==> src/rtl/mult_float_pipe_pkg.sv <==
// Shared float definitions: operand classes, flag bit positions and exponent bias.
package mult_float_pipe_pkg;

  typedef enum logic [1:0] {
    CLS_ZERO = 2'd0,
    CLS_NORM = 2'd1,
    CLS_INF  = 2'd2,
    CLS_NAN  = 2'd3
  } fcls_t;

  localparam int unsigned FLAG_W   = 3;
  localparam int unsigned FLAG_INV = 2;
  localparam int unsigned FLAG_OVF = 1;
  localparam int unsigned FLAG_UNF = 0;

  function automatic int unsigned float_bias(input int unsigned exp_w);
    return (32'd1 << (exp_w - 1)) - 32'd1;
  endfunction

endpackage

==> src/rtl/mult_float_pipe_if.sv <==
// Operand/result handshake bundle for the float multiplier.
import mult_float_pipe_pkg::*;

interface mult_float_pipe_if #(
  parameter int FW = 32
);
  logic              in_valid;
  logic              in_ready;
  logic [FW-1:0]     a;
  logic [FW-1:0]     b;
  logic              out_valid;
  logic              out_ready;
  logic [FW-1:0]     m;
  logic [FLAG_W-1:0] flags;

  modport master (
    output in_valid, a, b, out_ready,
    input  in_ready, out_valid, m, flags
  );

  modport slave (
    input  in_valid, a, b, out_ready,
    output in_ready, out_valid, m, flags
  );
endinterface

==> src/rtl/mult_mant.sv <==
// Unsigned W x W mantissa multiplier; purely combinational, the caller registers it.
module mult_mant #(
  parameter int W = 24
) (
  input  logic [W-1:0]   a,
  input  logic [W-1:0]   b,
  output logic [2*W-1:0] p
);
  assign p = a * b;
endmodule

==> src/rtl/mult_float_pipe.sv <==
// 3-stage float multiplier: classify/exponent add, mantissa product, normalize/round/pack.
import mult_float_pipe_pkg::*;

module mult_float_pipe #(
  parameter int EXP_W = 8,
  parameter int MAN_W = 23
) (
  input  logic            clk,
  input  logic            rst_n,
  mult_float_pipe_if.slave bus
);
  localparam int FW = 1 + EXP_W + MAN_W;
  localparam int EW = EXP_W + 2;
  localparam int NW = MAN_W + 1;
  localparam int PW = 2 * NW;
  localparam logic [EW-1:0] BIAS = EW'(float_bias(EXP_W));
  localparam logic [EW-1:0] EMAX = {2'b00, {EXP_W{1'b1}}};
  localparam logic [FW-1:0] QNAN = {1'b0, {EXP_W{1'b1}}, 1'b1, {(MAN_W-1){1'b0}}};

  logic adv;
  assign adv          = !bus.out_valid || bus.out_ready;
  assign bus.in_ready = adv;

  function automatic fcls_t classify(input logic [EXP_W-1:0] e, input logic [MAN_W-1:0] f);
    if (e == '0)      return CLS_ZERO;
    else if (e == '1) return (f == '0) ? CLS_INF : CLS_NAN;
    else              return CLS_NORM;
  endfunction

  logic             sa, sb;
  logic [EXP_W-1:0] ea, eb;
  logic [MAN_W-1:0] fa, fb;
  fcls_t            ca, cb, c_in;
  logic             inv_in;

  assign {sa, ea, fa} = bus.a;
  assign {sb, eb, fb} = bus.b;

  always_comb begin
    ca     = classify(ea, fa);
    cb     = classify(eb, fb);
    inv_in = 1'b0;
    if (ca == CLS_NAN || cb == CLS_NAN) begin
      c_in = CLS_NAN;
    end else if ((ca == CLS_INF && cb == CLS_ZERO) || (ca == CLS_ZERO && cb == CLS_INF)) begin
      c_in   = CLS_NAN;
      inv_in = 1'b1;
    end else if (ca == CLS_INF || cb == CLS_INF) begin
      c_in = CLS_INF;
    end else if (ca == CLS_ZERO || cb == CLS_ZERO) begin
      c_in = CLS_ZERO;
    end else begin
      c_in = CLS_NORM;
    end
  end

  // Stage 1: only valid bits are reset; payload follows valid.
  logic          v1, inv1, sg1;
  fcls_t         c1;
  logic [EW-1:0] e1;
  logic [NW-1:0] ma1, mb1;

  always_ff @(posedge clk) begin
    if (!rst_n) begin
      v1 <= 1'b0;
    end else if (adv) begin
      v1   <= bus.in_valid;
      c1   <= c_in;
      inv1 <= inv_in;
      sg1  <= sa ^ sb;
      e1   <= {2'b00, ea} + {2'b00, eb} - BIAS;
      ma1  <= {1'b1, fa};
      mb1  <= {1'b1, fb};
    end
  end

  logic [PW-1:0] prod;

  mult_mant #(.W(NW)) u_mant (
    .a (ma1),
    .b (mb1),
    .p (prod)
  );

  logic          v2, inv2, sg2;
  fcls_t         c2;
  logic [EW-1:0] e2;
  logic [PW-1:0] p2;

  always_ff @(posedge clk) begin
    if (!rst_n) begin
      v2 <= 1'b0;
    end else if (adv) begin
      v2   <= v1;
      c2   <= c1;
      inv2 <= inv1;
      sg2  <= sg1;
      e2   <= e1;
      p2   <= prod;
    end
  end

  // Stage 3: product is in [1,4); drop the leading one, keep MAN_W bits + guard + sticky.
  logic [PW-2:0]       norm;
  logic [MAN_W-1:0]    man;
  logic                guard, sticky, up;
  logic [MAN_W:0]      rnd;
  logic [EW-1:0]       e_r;
  logic [FW-1:0]       nxt_m;
  logic [FLAG_W-1:0]   nxt_f;

  always_comb begin
    norm   = p2[PW-1] ? p2[PW-2:0] : {p2[PW-3:0], 1'b0};
    man    = norm[PW-2 -: MAN_W];
    guard  = norm[MAN_W];
    sticky = |norm[MAN_W-1:0];
    up     = guard & (sticky | man[0]);
    rnd    = {1'b0, man} + {{MAN_W{1'b0}}, up};
    e_r    = e2 + {{(EW-1){1'b0}}, p2[PW-1]} + {{(EW-1){1'b0}}, rnd[MAN_W]};
    nxt_m  = '0;
    nxt_f  = '0;
    case (c2)
      CLS_NAN: begin
        nxt_m           = QNAN;
        nxt_f[FLAG_INV] = inv2;
      end
      CLS_INF:  nxt_m = {sg2, {EXP_W{1'b1}}, {MAN_W{1'b0}}};
      CLS_ZERO: nxt_m = {sg2, {(FW-1){1'b0}}};
      default: begin
        if (e_r[EW-1] || e_r == '0) begin
          nxt_m           = {sg2, {(FW-1){1'b0}}};
          nxt_f[FLAG_UNF] = 1'b1;
        end else if (e_r >= EMAX) begin
          nxt_m           = {sg2, {EXP_W{1'b1}}, {MAN_W{1'b0}}};
          nxt_f[FLAG_OVF] = 1'b1;
        end else begin
          nxt_m = {sg2, e_r[EXP_W-1:0], rnd[MAN_W-1:0]};
        end
      end
    endcase
  end

  always_ff @(posedge clk) begin
    if (!rst_n) begin
      bus.out_valid <= 1'b0;
      bus.m         <= '0;
      bus.flags     <= '0;
    end else if (adv) begin
      bus.out_valid <= v2;
      bus.m         <= nxt_m;
      bus.flags     <= nxt_f;
    end
  end

endmodule

==> src/flat_wrapper.sv <==
// flat-port wrapper written by rule: the top's interface ports become plain ports
module mult_float_pipe_flat 
#(
  parameter int EXP_W = 8,
  parameter int MAN_W = 23
)
  (clk, rst_n, bus_in_valid, bus_a, bus_b, bus_out_ready, bus_in_ready, bus_out_valid, bus_m, bus_flags);
  mult_float_pipe_if #(.FW(32)) bus_i ();
  input  logic clk;
  input  logic rst_n;
  input wire logic [$bits(bus_i.in_valid)-1:0] bus_in_valid;
  input wire logic [$bits(bus_i.a)-1:0] bus_a;
  input wire logic [$bits(bus_i.b)-1:0] bus_b;
  input wire logic [$bits(bus_i.out_ready)-1:0] bus_out_ready;
  output wire logic [$bits(bus_i.in_ready)-1:0] bus_in_ready;
  output wire logic [$bits(bus_i.out_valid)-1:0] bus_out_valid;
  output wire logic [$bits(bus_i.m)-1:0] bus_m;
  output wire logic [$bits(bus_i.flags)-1:0] bus_flags;
  assign bus_i.in_valid = bus_in_valid;
  assign bus_i.a = bus_a;
  assign bus_i.b = bus_b;
  assign bus_i.out_ready = bus_out_ready;
  assign bus_in_ready = bus_i.in_ready;
  assign bus_out_valid = bus_i.out_valid;
  assign bus_m = bus_i.m;
  assign bus_flags = bus_i.flags;
  mult_float_pipe #(.EXP_W(EXP_W), .MAN_W(MAN_W)) u_core (.clk(clk), .rst_n(rst_n), .bus(bus_i));
endmodule
==> config.mk <==
export PLATFORM = sky130hd
export DESIGN_NAME = mult_float_pipe_flat
export DESIGN_NICKNAME = d
export VERILOG_FILES = /design/src/rtl/mult_float_pipe_pkg.sv /design/src/rtl/mult_float_pipe_if.sv /design/src/rtl/mult_mant.sv /design/src/rtl/mult_float_pipe.sv /design/src/flat_wrapper.sv
export SDC_FILE = /design/constraint.sdc
export NUM_CORES = 2
export LEC_CHECK = 0
export BUFFER_PORTS_ARGS = -buffer_cell sky130_fd_sc_hd__buf_2
export CAP_MARGIN = 20
export CORE_AREA = 2 2 201 243
export DETAILED_ROUTE_END_ITERATION = 8
export DIE_AREA = 0 0 203 245
export GPL_ROUTABILITY_DRIVEN = 0
export MAX_ROUTING_LAYER = met4
export PLACE_DENSITY = 0.74
export SYNTH_ARGS = -nofsm -noshare
export SYNTH_HDL_FRONTEND = slang
export SYNTH_SLANG_ARGS = --single-unit
export TNS_END_PERCENT = 10
==> constraint.sdc <==
create_clock -name clk -period 6.7 [get_ports clk]
set_input_delay 1.005 -clock clk [delete_from_list [all_inputs] [get_ports clk]]
set_output_delay 1.005 -clock clk [all_outputs]
set_load 0.005 [all_outputs]
==> impl_metrics.ini <==
[worst_hold_path]
hp-class = flop to flop
holdCritStartpoint = u_core.e1[0]
hold_end = u_core.e2[0]
min_path_cells = 0

[clock_tree]
path_clk_slew_ns = 0.08
cts_tree = yes
clock_path_buffers = 2
clk_root_buffer_cell = clkbuf_16
cts_sinks = 160
htree_levels = 4
cts_made_buffers = 17
insertion_delay_ns = 0.47

[worst_setup_path]
critPathArrivalTime_ns = 7.21
critPathMaxFanout = 8
r2r-start = u_core.mb1[0]
cp.required_ns = 7.02
worstReg2RegEnd = u_core.p2[47]
regToRegSetupSlack_ns = -0.19
start_kind = flop
cp-end-kind = flop
path_class = flop to flop
rr_worst_depth = 23

[sta]
setup_viol = 7
hold_violations = 0
tns_ns = -0.730
skew_ns = 0.0209
maxSlewHeadroom_pct = 44.8
finalCritPeriodShare_pct = 103
worst-slew-pin-transition_ns = 0.827
min_period_ns = 6.89
fmax_ghz = 0.145
slew_violations = 0
rsz0062_at_grt = true
setup_ws_ns = -0.189
hold_slack_ns = 0.423

[status]
violations = setup timing
status = complete, but fails checks

[global_routing]
overflow = 0
met2_usage_pct = 47.7
grt_pass1_vias = 20900
grt_antenna_before_repair = 1
track_usage_pct = 29.1
grt_max_degree = 50
grt_pass1_wl_mm = 108
gr-usage-met3_pct = 4.54
grtUsageMet1_pct = 34.0
grt_most_used_layer = met2

[floorplan]
core_mm2 = 0.0475
die_area_mm2 = 0.0497
die_height_um = 245
boundaryPins = 105
start_util_pct = 54.3
die_x_um = 203
fp-row-count = 88

[finish]
layout.cells.non_filler = 3565
seqCellArea_mm2 = 0.00442
final_nets = 3657
layout-drive-gt1-share_pct = 16.6
n_fill_cell = 3663
multi_input_area_mm2 = 0.0191
area_growth_pct = 15.2

[logic_synthesis]
synthArstFlopShare_pct = 0
synth_cell_types = 78
synth.area.mux_share_pct = 0.776
synth_top_family_by_area = adder cells
synth_ff_type = edfxtp_1
synth_compound_area_share_pct = 6.18
synth_nets = 3419
synth_warnings = 0
synth_xor_area_share_pct = 3.19
synth_enable_flop_cells = 122
synthAdderAreaFrac_pct = 46.5
ys_ff_latch = 160
synth_area_mm2 = 0.0258
synth_seq_area_share_pct = 17.2
avgSynthCellArea_um2 = 9.61
yosys.area_share.simple_pct = 15.9
synth_cells = 2683

[placement]
dp.cells = 3511
dp_hpwl_mm = 56.3
place_ws_ns = -0.290
portBuffers = 104

[flow_run]
drv_cap = 0

[detailed_routing]
wl_mm = 68.4
ant_nets = 0
drt-pass1-iter-count = 5
drc = 0
vias = 19600
viasPerCell = 5.49
drt_iter0_drc = 1478
wl_per_cell_um = 19.2
-- cells by family after synthesis --
kind of cell / after synthesis
AOI/OAI and AO/OA: 223
xor gates and xnor gates: 94
adders and majority gates: 668
buffers and inverters: 700
DFF: 160
muxes: 19
and+or+nand+nor: 819
-- state kept, by name, summed over array words and instances, names as in the netlist --
register	flops
u_core.bus.flags	3
u_core.bus.m	32
u_core.e2	10
u_core.sg2	1
u_core.v2	1
u_core.c1	2
u_core.mb1	23
u_core.v1	1
u_core.inv2	1
u_core.c2	2
u_core.sg1	1
u_core.bus.out_valid	1
u_core.ma1	23
u_core.inv1	1
u_core.e1	10
u_core.p2	48
-- area by class of cell --
type                            instances  area share, %
Multi-Input combinational cell       1823           64.4
Timing Repair Buffer                  336           8.72
Antenna cell                            1        0.00842
Sequential cell                       160           14.9
Clock inverter                         14          0.568
Inverter                              583           7.37
Clock buffer                           18           1.44
Tap cell                              630           2.65
-- through the flow --
step / area [um2] / utilization (%)
finish: 29700 / 62.6
floorplan: 25800 / -
global route: 29700 / 62.6
global placement: 28400 / 59.9
CTS: 29300 / 61.8
detailed placement: 28400 / 59.9
-- critical path: stages (launching register included) --
cell and delay, ns:
edfxtp_1 0.58, buf_6 0.22, and2_1 0.18, fa_1 0.55, inv_1 0.05, fa_1 0.46
fa_1 0.51, fa_1 0.51, inv_1 0.06, fa_1 0.54, inv_1 0.05, fa_1 0.44
fa_1 0.48, inv_1 0.04, ha_1 0.29, a21oi_2 0.19, o21bai_1 0.12, a311oi_2 0.22
buf_4 0.18, a2111oi_4 0.09, o32ai_4 0.36, o21ai_2 0.10, or4_1 0.42, nand3_1 0.10
-- Yosys cell counts, types with 4 or more instances --
cell type | instances | share of area [%]
inv_1 | 581 | 8.5
fa_1 | 484 | 38
nand2_1 | 347 | 5.1
and2_1 | 260 | 6.3
ha_1 | 184 | 8.9
edfxtp_1 | 122 | 14
clkbuf_1 | 105 | 1.5
nor2_1 | 63 | 0.92
a21oi_1 | 61 | 1.2
xnor2_1 | 61 | 2.1
dfxtp_1 | 38 | 3.0
xor2_1 | 33 | 1.1
nor2b_1 | 29 | 0.70
nand3_1 | 28 | 0.54
o21ai_0 | 26 | 0.50
nor4_1 | 23 | 0.56
a22oi_1 | 20 | 0.58
a21o_1 | 18 | 0.52
nand4_1 | 12 | 0.29
nor3_1 | 12 | 0.23
mux2i_1 | 11 | 0.43
and3_1 | 10 | 0.24
nand2b_1 | 9 | 0.22
o21bai_1 | 9 | 0.26
o221a_2 | 9 | 0.39
a21boi_0 | 8 | 0.23
mux2_2 | 8 | 0.35
a211oi_1 | 7 | 0.20
a31oi_1 | 7 | 0.17
o21ai_1 | 6 | 0.12
a21oi_2 | 5 | 0.17
o21a_1 | 5 | 0.15
and4_1 | 4 | 0.14
buf_1 | 4 | 0.058
buf_2 | 4 | 0.078
nor3b_1 | 4 | 0.12
o211ai_1 | 4 | 0.12
-- cell usage in the layout, fill, tap and decap left out, drive strengths merged, types with 4 or more instances in the layout --
cell / netlist / routed
a211oi: 8 / 8
a21boi: 9 / 9
a21o: 18 / 18
a21oi: 66 / 66
a22oi: 20 / 20
a31oi: 7 / 7
and2: 261 / 261
and3: 11 / 11
and4: 4 / 4
buf: 12 / 335
clkbuf: 105 / 19
clkinv: 2 / 7
dfxtp: 38 / 38
edfxtp: 122 / 122
fa: 484 / 484
ha: 184 / 184
inv: 581 / 587
mux2: 8 / 8
mux2i: 11 / 11
nand2: 347 / 347
nand2b: 9 / 9
nand3: 28 / 28
nand4: 13 / 13
nor2: 64 / 64
nor2b: 29 / 29
nor3: 13 / 13
nor3b: 4 / 4
nor4: 24 / 24
o211ai: 6 / 6
o21a: 5 / 5
o21ai: 35 / 35
o21bai: 9 / 9
o221a: 9 / 9
xnor2: 61 / 61
xor2: 33 / 33
-- worst max path at each step --
stage | slack [ns] | end | depth (start not counted) | startpoint
floorplan | 0.02 | u_core.p2[40] | 24 | u_core.ma1[20]
global placement | -0.18 | u_core.p2[40] | 22 | u_core.mb1[1]
detailed placement | -0.29 | u_core.p2[47] | 22 | u_core.mb1[1]
CTS | -0.09 | u_core.p2[40] | 23 | u_core.mb1[6]
global route | -0.39 | u_core.p2[47] | 23 | u_core.mb1[0]
finish | -0.19 | u_core.p2[47] | 23 | u_core.mb1[0]
-- repair_timing --
item	in CTS	in global routing
resized for setup	34	67
pin swaps	18	48
setup buffers	7	13
setup endpoints to repair	13	17
hold endpoints to repair	0	0
hold buffers	0	0
gates cloned	0	1
-- layer usage --
layer	part of all wire [%]	wire (um)
met2	49	33300
met1	37	25600
met3	7.2	4930
met4	6.7	4570
met5	0	0
Power is left out: the tool's default activity adds up to more than one toggle a clock period on the data nets, which glitch-free logic cannot reach.
